**src/rtl/mips_pkg.sv**
```systemverilog
// Shared definitions for the multicycle MIPS control path: sequencer state
// encoding, instruction class codes from the decoder, and small helpers.
package mips_pkg;

  typedef enum logic [2:0] {
    S_IDLE   = 3'd0,
    S_FETCH  = 3'd1,
    S_DECODE = 3'd2,
    S_EXEC   = 3'd3,
    S_MEM    = 3'd4,
    S_WB     = 3'd5,
    S_JUMP   = 3'd6,
    S_HALT   = 3'd7
  } seq_state_t;

  localparam logic [3:0] CLS_RALU   = 4'd0;
  localparam logic [3:0] CLS_IALU   = 4'd1;
  localparam logic [3:0] CLS_LOAD   = 4'd2;
  localparam logic [3:0] CLS_STORE  = 4'd3;
  localparam logic [3:0] CLS_BRANCH = 4'd4;
  localparam logic [3:0] CLS_J      = 4'd5;
  localparam logic [3:0] CLS_JAL    = 4'd6;
  localparam logic [3:0] CLS_JR     = 4'd8;
  localparam logic [3:0] CLS_HALT   = 4'd15;

  // Width of the MEM wait timer; covers MEM_TIMEOUT up to 255.
  localparam int unsigned TIMER_W = 8;

  function automatic logic is_jump_class(input logic [3:0] cls);
    return (cls == CLS_J) || (cls == CLS_JAL) || (cls == CLS_JR);
  endfunction

endpackage

```
**src/rtl/seq_wait_timer.sv**
```systemverilog
// Loadable down-counter used to bound the wait for mem_done.
// expired is high while the count sits at zero; the count holds at zero.
module seq_wait_timer
  import mips_pkg::*;
(
  input  logic               clk,
  input  logic               rst,
  input  logic               load,
  input  logic [TIMER_W-1:0] load_val,
  input  logic               en,
  output logic               expired
);

  logic [TIMER_W-1:0] count;

  // Load on MEM entry, then count down once per MEM cycle.
  always_ff @(posedge clk or posedge rst) begin
    if (rst) begin
      count <= '0;
    end else if (load) begin
      count <= load_val;
    end else if (en && (count != '0)) begin
      count <= count - TIMER_W'(1);
    end
  end

  assign expired = (count == '0);

endmodule

```
**src/rtl/instr_sequencer.sv**
```systemverilog
// Multicycle instruction sequencer: owns the word-indexed PC and steps each
// instruction through FETCH/DECODE/EXEC/MEM/WB/JUMP with one-cycle stage
// enables and level-sensitive done handshakes.
// Optional: define SEQ_PERF_CNT_EN to add cycle_cnt/instr_cnt outputs.
module instr_sequencer
  import mips_pkg::*;
#(
  parameter int unsigned         PC_WIDTH    = 32,
  parameter int unsigned         MEM_TIMEOUT = 15,
  parameter logic [PC_WIDTH-1:0] RESET_PC    = '0
) (
  input  logic                clk,
  input  logic                rst,
  input  logic                start,
  input  logic [3:0]          path_index,
  input  logic                branch_taken,
  input  logic [PC_WIDTH-1:0] branch_target,
  input  logic [PC_WIDTH-1:0] jump_target,
  input  logic                imem_ready,
  input  logic                alu_done,
  input  logic                mem_done,
  input  logic                jump_done,
  output logic                fetch_en,
  output logic                decode_en,
  output logic                exec_en,
  output logic                mem_en,
  output logic                wb_en,
  output logic                jump_en,
  output logic [PC_WIDTH-1:0] pc,
  output logic                busy,
  output logic                fault,
  output logic [2:0]          state
`ifdef SEQ_PERF_CNT_EN
  ,
  output logic [31:0]         cycle_cnt,
  output logic [31:0]         instr_cnt
`endif
);

  seq_state_t          cur, nxt;
  logic                first_q;     // high in the first cycle of every state visit
  logic [PC_WIDTH-1:0] pc_nxt, pc_inc;
  logic [3:0]          cls_q;
  logic                cls_ld;
  logic [PC_WIDTH-1:0] jtgt_q;
  logic                jtgt_ld;
  logic                fault_set;
  logic                tmr_load, tmr_expired;

  assign pc_inc = pc + PC_WIDTH'(1);

  seq_wait_timer u_wait_timer (
    .clk      (clk),
    .rst      (rst),
    .load     (tmr_load),
    .load_val (TIMER_W'(MEM_TIMEOUT - 1)),
    .en       (cur == S_MEM),
    .expired  (tmr_expired)
  );

  // State, PC, latched class/target and sticky fault registers.
  always_ff @(posedge clk or posedge rst) begin
    if (rst) begin
      cur     <= S_IDLE;
      first_q <= 1'b0;
      pc      <= RESET_PC;
      cls_q   <= '0;
      jtgt_q  <= '0;
      fault   <= 1'b0;
    end else begin
      cur     <= nxt;
      first_q <= (nxt != cur);
      pc      <= pc_nxt;
      if (cls_ld)    cls_q  <= path_index;
      if (jtgt_ld)   jtgt_q <= jump_target;
      if (fault_set) fault  <= 1'b1;
    end
  end

  // Next state, PC update and stage enables; done flags count only after the pulse cycle.
  always_comb begin
    nxt       = cur;
    pc_nxt    = pc;
    cls_ld    = 1'b0;
    jtgt_ld   = 1'b0;
    fault_set = 1'b0;
    tmr_load  = 1'b0;
    fetch_en  = 1'b0;
    decode_en = 1'b0;
    exec_en   = 1'b0;
    mem_en    = 1'b0;
    wb_en     = 1'b0;
    jump_en   = 1'b0;
    case (cur)
      S_IDLE, S_HALT: begin
        if (start) nxt = S_FETCH;
      end
      S_FETCH: begin
        fetch_en = first_q;
        if (!first_q && imem_ready) nxt = S_DECODE;
      end
      S_DECODE: begin
        decode_en = first_q;
        if (!first_q) begin
          cls_ld = 1'b1;
          if (path_index <= CLS_BRANCH) begin
            nxt = S_EXEC;
          end else if (is_jump_class(path_index)) begin
            nxt = S_JUMP;
          end else if (path_index == CLS_HALT) begin
            nxt = S_HALT;
          end else begin
            nxt    = S_FETCH;
            pc_nxt = pc_inc;
          end
        end
      end
      S_EXEC: begin
        exec_en = first_q;
        if (!first_q && alu_done) begin
          if ((cls_q == CLS_LOAD) || (cls_q == CLS_STORE)) begin
            nxt      = S_MEM;
            tmr_load = 1'b1;
          end else if (cls_q == CLS_BRANCH) begin
            nxt    = S_FETCH;
            pc_nxt = branch_taken ? branch_target : pc_inc;
          end else begin
            nxt = S_WB;
          end
        end
      end
      S_MEM: begin
        mem_en = first_q;
        if (!first_q && mem_done) begin
          if (cls_q == CLS_STORE) begin
            nxt    = S_FETCH;
            pc_nxt = pc_inc;
          end else begin
            nxt = S_WB;
          end
        end else if (tmr_expired) begin
          fault_set = 1'b1;
          nxt       = S_HALT;
        end
      end
      S_WB: begin
        wb_en = first_q;
        if (!first_q) begin
          nxt    = S_FETCH;
          pc_nxt = (cls_q == CLS_JAL) ? jtgt_q : pc_inc;
        end
      end
      S_JUMP: begin
        jump_en = first_q;
        if (!first_q && jump_done) begin
          jtgt_ld = 1'b1;
          if (cls_q == CLS_JAL) begin
            nxt = S_WB;
          end else begin
            nxt    = S_FETCH;
            pc_nxt = jump_target;
          end
        end
      end
      default: nxt = S_IDLE;
    endcase
  end

  assign busy  = (cur != S_IDLE) && (cur != S_HALT);
  assign state = cur;

`ifdef SEQ_PERF_CNT_EN
  // Saturating performance counters: busy cycles and FETCH entries.
  always_ff @(posedge clk or posedge rst) begin
    if (rst) begin
      cycle_cnt <= '0;
      instr_cnt <= '0;
    end else begin
      if (busy && (cycle_cnt != '1)) cycle_cnt <= cycle_cnt + 32'd1;
      if ((nxt == S_FETCH) && (cur != S_FETCH) && (instr_cnt != '1))
        instr_cnt <= instr_cnt + 32'd1;
    end
  end
`endif

endmodule

```
**config.mk**
```make
export PLATFORM = sky130hd
export DESIGN_NAME = instr_sequencer
export DESIGN_NICKNAME = d
export VERILOG_FILES = /design/src/rtl/mips_pkg.sv /design/src/rtl/seq_wait_timer.sv /design/src/rtl/instr_sequencer.sv
export SDC_FILE = /design/constraint.sdc
export NUM_CORES = 1
export LEC_CHECK = 0
export CORE_ASPECT_RATIO = 0.7
export CORE_MARGIN = 1.5
export CORE_UTILIZATION = 45
export DETAILED_ROUTE_END_ITERATION = 8
export PLACE_DENSITY = 0.81
export SLEW_MARGIN = 10
export SYNTH_ARGS = -nofsm -noshare
export SYNTH_HDL_FRONTEND = slang
export SYNTH_HIERARCHICAL = 1
export SYNTH_SLANG_ARGS = --single-unit
export TNS_END_PERCENT = 30
```
**constraint.sdc**
```tcl
create_clock -name clk -period 3.6 [get_ports clk]
set_input_delay 0.9 -clock clk [delete_from_list [all_inputs] [get_ports clk]]
set_output_delay 0.9 -clock clk [all_outputs]
set_load 0.005 [all_outputs]
```
==> results of run 1 <==
## cell families after synthesis
family	Yosys count	synth area share, %
adders and majority gates	3	0.722
xor gates and xnor gates	3	0.506
DFF	81	39.0
buffers and inverters	55	4.14
and+or+nand+nor	200	20.4
AOI/OAI and AO/OA	202	27.1
other	2	0.144
muxes	37	7.99
## layout by cell type, fill, tap and decap left out, types with 4 or more instances in the layout
cell	netlist	final
a21oi_1	30	30
a222oi_1	22	22
a22o_1	9	9
a31oi_1	11	11
and2_1	6	6
and3_1	10	10
buf_4	0	15
clkbuf_16	0	9
clkdlybuf4s50_1	0	118
conb_1	2	8
dfrtp_1	81	81
inv_1	12	11
mux2_2	36	36
nand2_1	54	54
nand2b_1	7	7
nand3_1	17	17
nand3b_1	5	5
nand4_1	6	6
nor2_1	41	40
nor2b_1	8	8
nor3_1	10	9
nor3b_1	4	4
o211ai_1	7	7
o21ai_0	58	58
o22ai_1	5	5
o31a_1	12	12
o31ai_1	4	4
or4_1	6	6
## routing by layer
layer  routed length [µm]  track usage, %  vias up
met1                 7550            39.2     2679
met5                    0               0        -
li1                     -               -     2457
met4                  242            6.20        0
met3                 1620            7.22       20
met2                 7380            40.5      285
## registers in the layout, indices dropped and copies added, names as in the netlist
signal and cells:
fault 1, state 3, pc 32, jtgt_q 32
u_wait_timer/count 8, first_q 1, cls_q 4
## synth_stat cells, types with 3 or more instances
library cell,count
buf_1,3
or4_1,6
a22o_1,9
o211ai_1,7
nand4bb_1,3
a21o_1,3
or3_1,3
and3_1,10
nand3_1,17
a211oi_1,3
and2_1,6
and4_1,3
nand3b_1,5
a22oi_1,3
ha_1,3
a31oi_1,11
dfrtp_1,81
clkbuf_1,33
nand2_1,54
o311ai_0,3
nand2b_1,7
buf_2,7
o22ai_1,5
mux2_2,36
nor2_1,41
a222oi_1,22
o22a_1,3
nor3_1,10
a21oi_1,30
nand4_1,6
a221oi_1,3
o31a_1,12
o31ai_1,4
nor2b_1,8
nor4_1,3
nor3b_1,4
inv_1,12
o21ai_0,58
## worst max-delay path, delay by kind of cell
| kind | cells | cell delay, ns |
|---|---|---|
| simple gates | 1 | 0.45 |
| compound gates | 4 | 1.13 |
| buf+inv | 2 | 0.90 |
## path summary, 6_finish.rpt
kind / startpoint / endpoint / slack [ns] / cells after the start
setup / recovery: path_index[3] / pc[25] / 0.43 / 7
hold / removal: fault / fault / 0.48 / 1
setup reg to reg: state[1] / pc[25] / 0.84 / 7
hold reg to reg: fault / fault / 0.48 / 1
max in group asynchronous: rst / pc[30] / 1.90 / 3
min in group asynchronous: rst / u_wait_timer/count[4] / 0.87 / 2
## metrics by stage
stage,std cells,total power [mW],area [µm²]
final,850,5.07,6860
after global routing,850,5.36,6860
after CTS,850,5.01,6860
after detailed placement,834,4.14,6580
after global placement,834,4.02,6580
after floorplan,589,3.10,5220
## layout make-up
type / instances / area [µm²] / area share [%]
multi-input combinational: 453 / 2990 / 43.5
sequential: 81 / 2030 / 29.6
timing repair buffer: 135 / 1330 / 19.5
clock buffer: 11 / 243 / 3.54
tap: 153 / 191 / 2.79
inverter: 12 / 45.0 / 0.657
clock inverter: 5 / 31.3 / 0.456
## power groups by stage
stage / logic [mW] / registers [mW] / clock network [mW]
3_5_place_dp: 2.34 / 1.79 / 0
6_report: 2.40 / 1.80 / 0.867
5_1_grt: 2.59 / 1.87 / 0.897
4_1_cts: 2.36 / 1.78 / 0.869
3_3_place_gp: 2.27 / 1.75 / 0
2_1_floorplan: 1.46 / 1.64 / 0
==> results by group, run 1 <==
Yosys
  – Seq/Total Area, Yosys: 39.0%
  – Synth top area cells: dfrtp_1, mux2_2, o21ai_0
  – Syn avg cell area: 8.92 µm²
  – Area leader, netlist: dfrtp_1
  – Post-synth EDFFs: 0
  – Synthesized flop and latch total: 81
  – Post-Synthesis Cell Area: 5200 µm²
  – Post-synth ARST share: 100%
  – Ys flop type: dfrtp_1
  – Post-synth top area share: 39.0%
  – Post-synth cell types: 70
  – Synth Warn #: 6
  – Synth Instances: 583

Die
  – I/O pin cnt: 119
  – Chip width: 131 µm
  – Initial Util: 46.7%
  – Die Y: 92.9 µm
  – # rows: 32
  – Die ar.: 12200 µm²
  – Floorplan core area: 11100 µm²

STA
  – RSZ-0062 raised after global routing: false
  – Measured slew at the worst slew-check pin: 0.940 ns
  – Crit path time final: 3.17 ns
  – Hold Slack: 0.482 ns
  – Max_slew headroom: 36.8%
  – Max frequency: 316 MHz
  – Slack of the critical path: 0.435 ns
  – Final period utilization: 87.9%
  – Final TNS setup: 0 ns
  – Setup Skew: 0.00660 ns
  – Setup Viol. Count Final: 0
  – Slew Limit Fails: 0
  – Fin. Hold Viols: 0

Finish
  – Filler instances: 940
  – Antenna cells: 0
  – Nets: 771
  – Area Overhead vs Synth: 31.9%
  – Finished Core Util: 61.6%
  – Layout cell share with drive strength beyond 1: 11.2%

Critical path
  – Setup CP Type: input pin to register
  – Crit-path cells: clkdlybuf4s50_1, o21ai_0, a211oi_1, a21boi_0, or3_1, buf_4, o32a_1
  – Crit-path slowest cell: clkdlybuf4s50_1
  – CP Capture Type: register
  – Crit-path max cell delay: 0.64 ns
  – Crit path DAT: 3.39 ns
  – Critical Path RT: 3.82 ns
  – Critical path fanouts, max: 35
  – Critical Path Source Type: input pin

Pwr
  – Clock Power Share: 17.1%
  – Internal power: 2.98 mW
  – Comb pwr share: 47.4%
  – Lkg Pwr: 2.63 nW
  – Power density over the cells: 739 nW/µm²
  – Switching pwr: 2.09 mW
  – Peak VDD IR: 441 µV
  – Sw frac: 41.2%
  – Part of the power in registers: 35.5%

Global routing
  – First-pass GRT wire length: 26000 µm
  – Largest net degree at the start of global routing: 46
  – GRT Overall Usage: 27.1%
  – Vias in the first global route: 4851
  – Initial antenna violation count: 0
  – Overflow after GRT: 0

Placed design
  – Pre-CTS setup slack: 0.110 ns
  – Input/output buffers: 118
  – HPWL after DPL: 12100 µm
  – Final RePlAce weighted congestion: 0.948

Clocking
  – Hold-fix buffer count after cts: 0
  – Root buf cell: clkbuf_16
  – CTS Buf Count: 9
  – CTS Buffer Depth: 2
  – Clock sink count: 81
  – H-tree Lvls: 3
  – Setup Buffers After CTS: 0
  – CTS tree: yes
  – Post-CTS Resized: 0
  – Clock transition at path regs: 0.06 ns
  – Clock latency on the worst-skew pair: 0.34 ns

Routing
  – Antenna viol nets, final: 0
  – First-pass iteration count of the detailed router: 7
  – 1st-iter DRT viols: 642
  – Total routed wirelength: 16800 µm
  – DRC: 0
  – WL per Instance: 19.7 µm
  – Vias: 5441
  – Vias per std cell: 6.40

Min path
  – Hold Path Class: register to register

Outcome
  – Status: finished clean

Job
  – # Max-Cap Violations: 0
Power figures use the tool's default switching activity.
==> inputs of run 2 (changes only) <==
--- a/constraint.sdc
+++ b/constraint.sdc
@@ -3,2 +3,2 @@
 set_output_delay 0.9 -clock clk [all_outputs]
-set_load 0.005 [all_outputs]
+set_load 0.1 [all_outputs]
==> run 2 against run 1 <==
Die area is the same. Setup slack lost 0.032 ns. Clock-buffer cell count shrank 1. Non-clock buffer count is the same. Total power grew 31%. Clock skew grew 0.0026 ns. Critical path depth is the same. Largest power group unchanged.
==> results by group, run 2 (synthesized netlist as in run 1, its figures left out) <==
Outcome
  – Status: finished clean

Routing
  – DRC: 0
  – WL per Instance: 19.7 µm
  – First-pass iteration count of the detailed router: 6
  – Vias: 5383
  – Antenna viol nets, final: 0
  – Vias per std cell: 6.33
  – Total routed wirelength: 16700 µm
  – 1st-iter DRT viols: 759

Critical path
  – Critical path fanouts, max: 10
  – Crit path DAT: 3.42 ns
  – Setup CP Type: input pin to register
  – Critical Path Source Type: input pin
  – Crit-path slowest cell: clkdlybuf4s50_1
  – CP Capture Type: register
  – Crit-path cells: clkdlybuf4s50_1, o21ai_0, a211oi_1, a21boi_0, or3_1, or4_1, o211a_1
  – Critical Path RT: 3.82 ns
  – Crit-path max cell delay: 0.64 ns

Die
  – Die Y: 92.9 µm
  – # rows: 32
  – Chip width: 131 µm
  – Floorplan core area: 11100 µm²
  – Die ar.: 12200 µm²
  – I/O pin cnt: 119
  – Initial Util: 46.7%

Finish
  – Finished Layout Cells: 850
  – Nets: 771
  – Commonest non-fill, non-tap cell in the layout: dfrtp_1
  – Area Overhead vs Synth: 31.5%
  – Antenna cells: 0
  – Most frequent cells in the layout: dfrtp_1, clkdlybuf4s50_1, o21ai_0
  – Layout cell share with drive strength beyond 1: 17.5%
  – Finished Core Util: 61.4%
  – Largest regs: jtgt_q x32, pc x32, u_wait_timer/count x8

Clocking
  – CTS tree: yes
  – Clock transition at path regs: 0.06 ns
  – H-tree Lvls: 3
  – Clock sink count: 81
  – Post-CTS Resized: 0
  – CTS Buf Count: 9
  – CTS Buffer Depth: 2
  – Hold-fix buffer count after cts: 0
  – Setup Buffers After CTS: 0
  – Root buf cell: clkbuf_16
  – Clock latency on the worst-skew pair: 0.34 ns

Global routing
  – Largest net degree at the start of global routing: 62
  – Initial antenna violation count: 1
  – GRT Overall Usage: 27.3%
  – Overflow after GRT: 0
  – First-pass GRT wire length: 26200 µm
  – Vias in the first global route: 4972

Job
  – # Max-Cap Violations: 0

STA
  – Crit path time final: 3.20 ns
  – RSZ-0062 raised after global routing: false
  – Final period utilization: 88.8%
  – Slew Limit Fails: 0
  – Max_slew headroom: 33.9%
  – Hold Slack: 0.470 ns
  – Setup Skew: 0.00923 ns
  – Fin. Hold Viols: 0
  – Measured slew at the worst slew-check pin: 0.991 ns
  – Max frequency: 313 MHz
  – Setup Viol. Count Final: 0

Pwr
  – Lkg Pwr: 2.73 nW
  – Peak VDD IR: 434 µV
  – Power density over the cells: 967 nW/µm²

Min path
  – Hold Path Class: register to register

Placed design
  – HPWL after DPL: 12100 µm
  – Final RePlAce weighted congestion: 0.931
  – Inst Count DP: 834
  – Input/output buffers: 118
-- run 2: routing by layer --
metal | global-route usage, % | routed length, µm | up-vias
met5 | 0 | 0 | -
met4 | 7.13 | 250 | 0
met3 | 7.33 | 1700 | 24
met2 | 39.6 | 7090 | 313
met1 | 39.8 | 7680 | 2587
li1 | - | - | 2459
-- run 2: final timing paths --
check / start / endpoint / slack [ns] / cells past startpoint
min: fault / fault / 0.47 / 1
max in group asynchronous: rst / pc[27] / 2.10 / 3
max reg2reg: state[2] / u_wait_timer/count[0] / 0.74 / 8
min in group asynchronous: rst / pc[23] / 0.86 / 2
max: path_index[1] / pc[30] / 0.40 / 7
min reg2reg: fault / fault / 0.47 / 1
-- run 2: metrics by stage --
stage | power (mW) | setup slack [ns] | instance area [µm²] | TNS [ns]
final | 6.61 | 0.403 | 6840 | 0
after global routing | 6.91 | 0.304 | 6840 | 0
after CTS | 6.56 | 0.445 | 6840 | 0
after detailed placement | 5.48 | 0.0839 | 6490 | 0
after global placement | 5.36 | 0.184 | 6490 | 0
after floorplan | 4.49 | -0.467 | 5230 | -1.15
-- run 2: cell type report --
| type | instances | area, µm² |
|---|---|---|
| clock inverters | 6 | 115 |
| fillers | 894 | 4290 |
| well taps | 153 | 191 |
| multi-input cells | 453 | 2990 |
| flip-flops and latches | 81 | 2030 |
| clock buffers | 10 | 229 |
| repair buffers | 135 | 1240 |
| inverters | 12 | 45.0 |
-- run 2: worst max-delay path: cells and delay by family --
| kind | cells | cell delay [ns] |
|---|---|---|
| compound gates | 4 | 0.91 |
| buf+inv | 1 | 0.64 |
| simple gates | 2 | 0.97 |
-- run 2: power by group --
part	internal, mW	switching, mW	leakage [nW]
clock network	0.682	0.397	0.163
logic	1.10	2.60	1.56
registers	1.31	0.520	1.00
